<file path="config.mk">
export PLATFORM = sky130hd
export DESIGN_NAME = mux_scan_ctrl
export DESIGN_NICKNAME = d
export VERILOG_FILES = /design/src/rtl/mux_scan_ctrl.sv
export SDC_FILE = /design/constraint.sdc
export NUM_CORES = 1
export LEC_CHECK = 0
export BUFFER_PORTS_ARGS = -buffer_cell sky130_fd_sc_hd__buf_2
export CAP_MARGIN = 20
export CORE_MARGIN = 3
export CORE_UTILIZATION = 59
export CTS_CLUSTER_SIZE = 10
export DETAILED_ROUTE_END_ITERATION = 8
export PLACE_DENSITY_LB_ADDON = 0.2
export RECOVER_POWER = 100
export SYNTH_ARGS = -nofsm -noshare
export SYNTH_HDL_FRONTEND = slang
export SYNTH_SLANG_ARGS = --single-unit
</file>
<file path="constraint.sdc">
create_clock -name clk -period 3.5 [get_ports clk]
set_clock_uncertainty 0.05 [all_clocks]
set_input_delay 0.175 -clock clk [delete_from_list [all_inputs] [get_ports clk]]
set_output_delay 0.175 -clock clk [all_outputs]
set_load 0.03 [all_outputs]
</file>
<file path="src/rtl/mux_scan_ctrl.sv">
// Scanned reader for a 4:1 mux tree: steps {s1,s0} through channels 0..3, samples y
// after SETTLE cycles per channel and hands the 4-bit word out over valid/ack.
module mux_scan_ctrl #(
    parameter int unsigned SETTLE = 1,
    parameter bit          AUTO   = 1'b0
) (
    input  logic       clk,
    input  logic       rst_n,
    input  logic       start,
    input  logic       y,
    input  logic       ack,
    output logic       s1,
    output logic       s0,
    output logic [3:0] result,
    output logic       valid,
    output logic       busy
);

    generate
        if (SETTLE < 1 || SETTLE > 15) begin : g_bad_settle
            $fatal(1, "mux_scan_ctrl: SETTLE must be in 1..15");
        end
    endgenerate

    typedef enum logic [1:0] {
        ST_IDLE = 2'd0,
        ST_SCAN = 2'd1,
        ST_HOLD = 2'd2
    } state_e;

    localparam logic [3:0] RELOAD = 4'(SETTLE - 1);

    state_e     state_q, state_d;
    logic [1:0] ch_q, ch_d;
    logic [3:0] cnt_q, cnt_d;
    logic [2:0] shadow_q, shadow_d;
    logic [1:0] sel_q, sel_d;
    logic [3:0] result_q, result_d;
    logic       valid_q, valid_d;
    logic       busy_q, busy_d;

    // Next-state logic; the select register always leads with the channel about to be sampled.
    always_comb begin
        state_d  = state_q;
        ch_d     = ch_q;
        cnt_d    = cnt_q;
        shadow_d = shadow_q;
        sel_d    = sel_q;
        result_d = result_q;
        valid_d  = valid_q;
        busy_d   = busy_q;
        case (state_q)
            ST_IDLE: begin
                sel_d = 2'b00;
                if (start) begin
                    state_d = ST_SCAN;
                    ch_d    = 2'd0;
                    cnt_d   = RELOAD;
                    busy_d  = 1'b1;
                end else begin
                    state_d = ST_IDLE;
                end
            end
            ST_SCAN: begin
                if (cnt_q != 4'd0) begin
                    cnt_d = cnt_q - 4'd1;
                end else if (ch_q != 2'd3) begin
                    shadow_d[ch_q] = y;
                    ch_d           = ch_q + 2'd1;
                    sel_d          = ch_q + 2'd1;
                    cnt_d          = RELOAD;
                end else begin
                    result_d = {y, shadow_q};
                    valid_d  = 1'b1;
                    sel_d    = 2'b00;
                    state_d  = ST_HOLD;
                end
            end
            ST_HOLD: begin
                if (ack) begin
                    valid_d = 1'b0;
                    // Auto mode chains straight into the next scan; channel 0 is already driven.
                    if (AUTO) begin
                        state_d = ST_SCAN;
                        ch_d    = 2'd0;
                        cnt_d   = RELOAD;
                        busy_d  = 1'b1;
                    end else begin
                        state_d = ST_IDLE;
                        busy_d  = 1'b0;
                    end
                end else begin
                    state_d = ST_HOLD;
                end
            end
            default: begin
                state_d  = ST_IDLE;
                ch_d     = 2'd0;
                cnt_d    = 4'd0;
                shadow_d = 3'b000;
                sel_d    = 2'b00;
                valid_d  = 1'b0;
                busy_d   = 1'b0;
            end
        endcase
    end

    // State and output registers.
    always_ff @(posedge clk or negedge rst_n) begin
        if (!rst_n) begin
            state_q  <= ST_IDLE;
            ch_q     <= 2'd0;
            cnt_q    <= 4'd0;
            shadow_q <= 3'b000;
            sel_q    <= 2'b00;
            result_q <= 4'b0000;
            valid_q  <= 1'b0;
            busy_q   <= 1'b0;
        end else begin
            state_q  <= state_d;
            ch_q     <= ch_d;
            cnt_q    <= cnt_d;
            shadow_q <= shadow_d;
            sel_q    <= sel_d;
            result_q <= result_d;
            valid_q  <= valid_d;
            busy_q   <= busy_d;
        end
    end

    assign s1     = sel_q[1];
    assign s0     = sel_q[0];
    assign result = result_q;
    assign valid  = valid_q;
    assign busy   = busy_q;

endmodule

</file>
== Word-level counts from Yosys, hierarchy flattened ==
Cells that the tools add are included.

* Flip-flop bits (word level): 19
* Output and inout port bits: 8
* Input port bits: 5

* Mux-type cells: 28
* Eq/ne operators: 9
* Add/subtract/negate cells: 2
* Reduce and logical (&&, ||, !) cells: 12
* $lt $le $gt $ge: 2
* Bitwise logic cells: 6

{| class="wikitable"
|+ Operator list
! kind !! number
|-
| $mux 2 || 8
|-
| $mux 4 || 3
|-
| $ne 2x2->1 const B || 6
|-
| $pmux 2 s3 || 2
|-
| $pmux 4 s3 || 1
|-
| $reduce_and 3->1 || 4
|-
| $reduce_and 4->1 || 2
|-
| $mux 1 || 6
|-
| $mux 3 || 2
|-
| $not 1->1 || 6
|-
| $pmux 1 s3 || 2
|-
| $pmux 3 s2 || 1
|-
| $pmux 2 s2 || 1
|-
| $reduce_and 2->1 || 2
|-
| $reduce_bool 4->1 || 1
|-
| $sub 4x1->4 const B || 1
|-
| $bwmux 3 || 1
|-
| $lt 2x3->1 const B || 1
|-
| $ne 3x3->1 const B || 1
|-
| $add 2x1->2 const B || 1
|-
| $demux 1 s2 || 1
|-
| $eq 2x1->1 const B || 1
|-
| $eq 2x2->1 const B || 1
|-
| $ge 2x1->1 const B || 1
|-
| other kinds (3) || 3
|}

== Depth between registers and ports, before layout ==
* Depth after elaboration: 8
* Depth in mapped cells: 6
* Depth with buffers taken out: 5

== Worst setup path before layout ==
OpenSTA, ideal clock, no wires.

* Path type: reg2reg
* Start point: reg cnt_q[0]
* End point: reg result_q[3], in the netlist result[3]
* Library setup time: 0.125 ns
* Period minus slack after synthesis: 1.771 ns
* Path buffers: 1
* Cell stages (with the launch flop): 7
* Arrival: 1.596 ns
* Setup slack: 1.729 ns
* Cell sequence: dfrtp_1 inv_1 ha_1 nor3b_1 and3_1 buf_2 mux2_2

* Cells in the longest elaborated chain, start to end: 3

{| class="wikitable"
|+ RTL lines
! item !! line !! RTL
|-
| start: declaration || 35 || <nowiki>logic [3:0] cnt_q, cnt_d;</nowiki>
|-
| start signal: assignment || 122 || <nowiki>cnt_q <= cnt_d;</nowiki>
|-
| $reduce_bool 4->1 || 65 || <nowiki>if (cnt_q != 4'd0) begin</nowiki>
|-
| $not 1->1 (no line) || -- ||
|-
| $reduce_and 3->1 (no line) || -- ||
|-
| end signal: assignment || 125 || <nowiki>result_q <= result_d;</nowiki>
|-
| end: declaration || 38 || <nowiki>logic [3:0] result_q, result_d;</nowiki>
|}

Every way passes these cells.
A chain may end at the register's enable or synchronous reset.

== Final worst setup path ==
* Start point: reg cnt_q[0]
* End point: reg result_q[1], in the netlist result[1]

The elaborated chain is that of the path after synthesis.

==> results.ini <==
[setup_path]
rr_startpoint=cnt_q[0]
critical-path-max-stage-delay_ps=420
worst-path-buf-inv=1
start_kind=flop
cp_max_fo=6
cpMaxStageDelayCell=dfrtp_1
r2r_end=result[1]
worst-r2r-setup-slack_ps=1500
cp.arrival_ps=2140
crit_chain=inv_1 > ha_1 > nor3b_1 > and3_1 > mux2_2
critPathCaptureType=flop
critical_path_class=reg2reg
critPathTopFamily=simple AND/OR/NAND/NOR gates
required_ps=3640
reg2reg_depth=5

[floorplanning]
die_w_um=47.17
start_util_pct=64.13
design.core.area_sq_um=1559
io_pins=13
die_area_sq_um=2225
die_y_um=47.17
rows=14

[synthesis]
yosys.cell_types.count=31
synth_seq_cells=19
synthXorXnorAreaFrac_pct=1.752
avgSynthCellArea_sq_um=11.11
ys.flop_type=dfrtp_1
synthCells=90
yosysSeqAreaShare_pct=47.56
synth_top_area_cell=dfrtp_1
synth_edf_count=0
synth_mux_area_share_pct=6.508
synth.top_cell.area_share_pct=47.56
synth_top_family_by_area=compound AO/OA/AOI/OAI gates
syn_area_sq_um=999.7
synthArstFlopShare_pct=100.0
synth_compound_area_share_pct=18.02
netlist_top_cells_count=dfrtp_1 (19), inv_1 (9), ha_1 (6)
yosys.area_share.adder_pct=7.509
synth_area_leaders=dfrtp_1 (48%), ha_1 (7.5%), mux2_2 (4.5%), inv_1 (3.4%), a211o_2 (3.0%)
yosysMostFrequentCell=dfrtp_1
synthSimpleGateAreaFrac_pct=13.89
ys_warn_count=0
synth_nets=101

[drt]
drc=0
avgViaCountPerCell=5.967
drt_first_pass_iters=4
drt_iter0_markers=28
avgRoutedWirePerCell_um=14.63
drt-total-wl_mm=1.756
ant_nets=0
vias=716

[placement]
portBuffers=12
hpwl_mm=1.264
gp_congestion=0.9155

[sta]
maxSlewHeadroom_pct=34.43
fin_crit_ps=2000
slew_violations=0
setup_viol=0
rsz0062_at_grt=false
hold_violations=0
finalSetupTns_ps=0
whs_ps=66.09
fmax_mhz=500.1
min_period_over_period_pct=57.13
tightestPinTransition_ps=983.5

[global_routing]
grt_pass1_wl_mm=2.939
grt_start_max_net_pins=20
antenna_found_initial=0
grt_pass1_vias=671
grt_usage_pct=18.86
grt_overflow_total=0

[power]
leakage_uw=0.0005120
irDropWorstVdd_mv=0.5652
power_density_nw_per_um2=974.2

[clock_network]
clkTransAtPathRegs_ps=110
cts.sinks=19
clockBufferDepth=2
cts_buffers=3
htreeDepth=1
cts_tree=done
clk_latency_ps=300
postCtsSetupRepairBufs=0
cts_root_buf=clkbuf_4

[layout]
multi_input_area_sq_um=476.7
diodes=0
area_growth_syn_to_layout_pct=9.137
regArea_sq_um=475.5
fill_cells=111
drive_above_1_share_pct=14.42
utilization_pct=69.98
nNetsFinal=116

[min_path]
hold_path_class=in2reg
whs_endpoint=result[3]
hp-start=y
min_path_cells=2

[status]
status=complete, no violations

[job]
maxCapViolations=0

metal layers:
layer	vias up	track usage, %	part of all wire [%]
met5	-	0	0
met4	0	9.945	1.5
met3	4	3.448	3.3
met2	14	27.91	46
met1	341	26.00	49
li1	357	-	-
sequential cells by signal (all words and copies together), names as in the netlist:
register and flops:
valid 1, ch_q 2, cnt_q 4, busy 1, shadow_q 3, state_q 2, result 4, sel_q 2
placed cells by master, fill, tap and decap left out:
cell	instances
dfrtp_1	19
clkbuf_1	10
inv_1	9
ha_1	6
nand2_1	5
o22ai_1	4
mux2_2	4
nand3_1	3
a211o_2	3
o211ai_1	3
nand2b_1	3
o2bb2ai_1	3
clkbuf_4	3
buf_2	3
nor2_1	2
a21o_1	2
o21ai_0	2
mux2i_1	2
o32ai_1	2
xnor2_1	2
nor3_1	2
nor4b_4	1
and3b_1	1
nor3b_1	1
a311oi_1	1
nor2b_1	1
and3_1	1
o21a_1	1
and2b_1	1
or3b_2	1
a22oi_1	1
a32o_1	1
dlygate4sd3_1	1
how the worst max path moves through the flow:
stage	startpoint	to	slack [ps]	cells past startpoint
after global placement	cnt_q[0]	result[2]	1600	5
after detailed placement	cnt_q[0]	result[1]	1540	5
after CTS	cnt_q[0]	result[1]	1510	5
after global routing	cnt_q[0]	result[1]	1390	5
final	cnt_q[0]	result[1]	1500	5
after floorplan	cnt_q[0]	result[3]	1730	6
metrics by stage:
| step | power, uW | cells | instance area [sq um] | worst slack, ps |
|---|---|---|---|---|
| after CTS | 1075 | 120 | 1102 | 1506 |
| after detailed placement | 964.7 | 115 | 1066 | 1544 |
| after floorplan | 834.6 | 90 | 999.7 | 1729 |
| final | 1063 | 120 | 1091 | 1500 |
| after global routing | 1151 | 120 | 1091 | 1395 |
| after global placement | 947.9 | 115 | 1066 | 1605 |
what timing repair did:
| item | 4_1_cts | 5_1_grt |
|---|---|---|
| hold endpoints to repair | 19 | 0 |
| hold buffers | 1 | 0 |
| gates resized for setup | 0 | 0 |
cell type report:
class | count | share of cell area (%)
clock buffers | 4 | 2.408
inverters | 9 | 3.096
repair buffers | 13 | 5.390
multi-input cells | 59 | 43.69
well taps | 16 | 1.835
flip-flops and latches | 19 | 43.58
power breakdown:
group | switching, uW | internal (uW)
Combinational | 300 | 226
Sequential | 102 | 323
Clock | 67.4 | 44.5
logic make-up (layout without fill, tap and decap cells):
| group | Yosys count | after routing |
|---|---|---|
| adders and majority gates | 6 | 6 |
| xor gates and xnor gates | 2 | 2 |
| and+or+nand+nor | 22 | 22 |
| DFF | 19 | 19 |
| AOI/OAI and AO/OA | 23 | 23 |
| buffers and inverters | 12 | 26 |
| muxes | 6 | 6 |
Power figures use the tool's default switching activity.
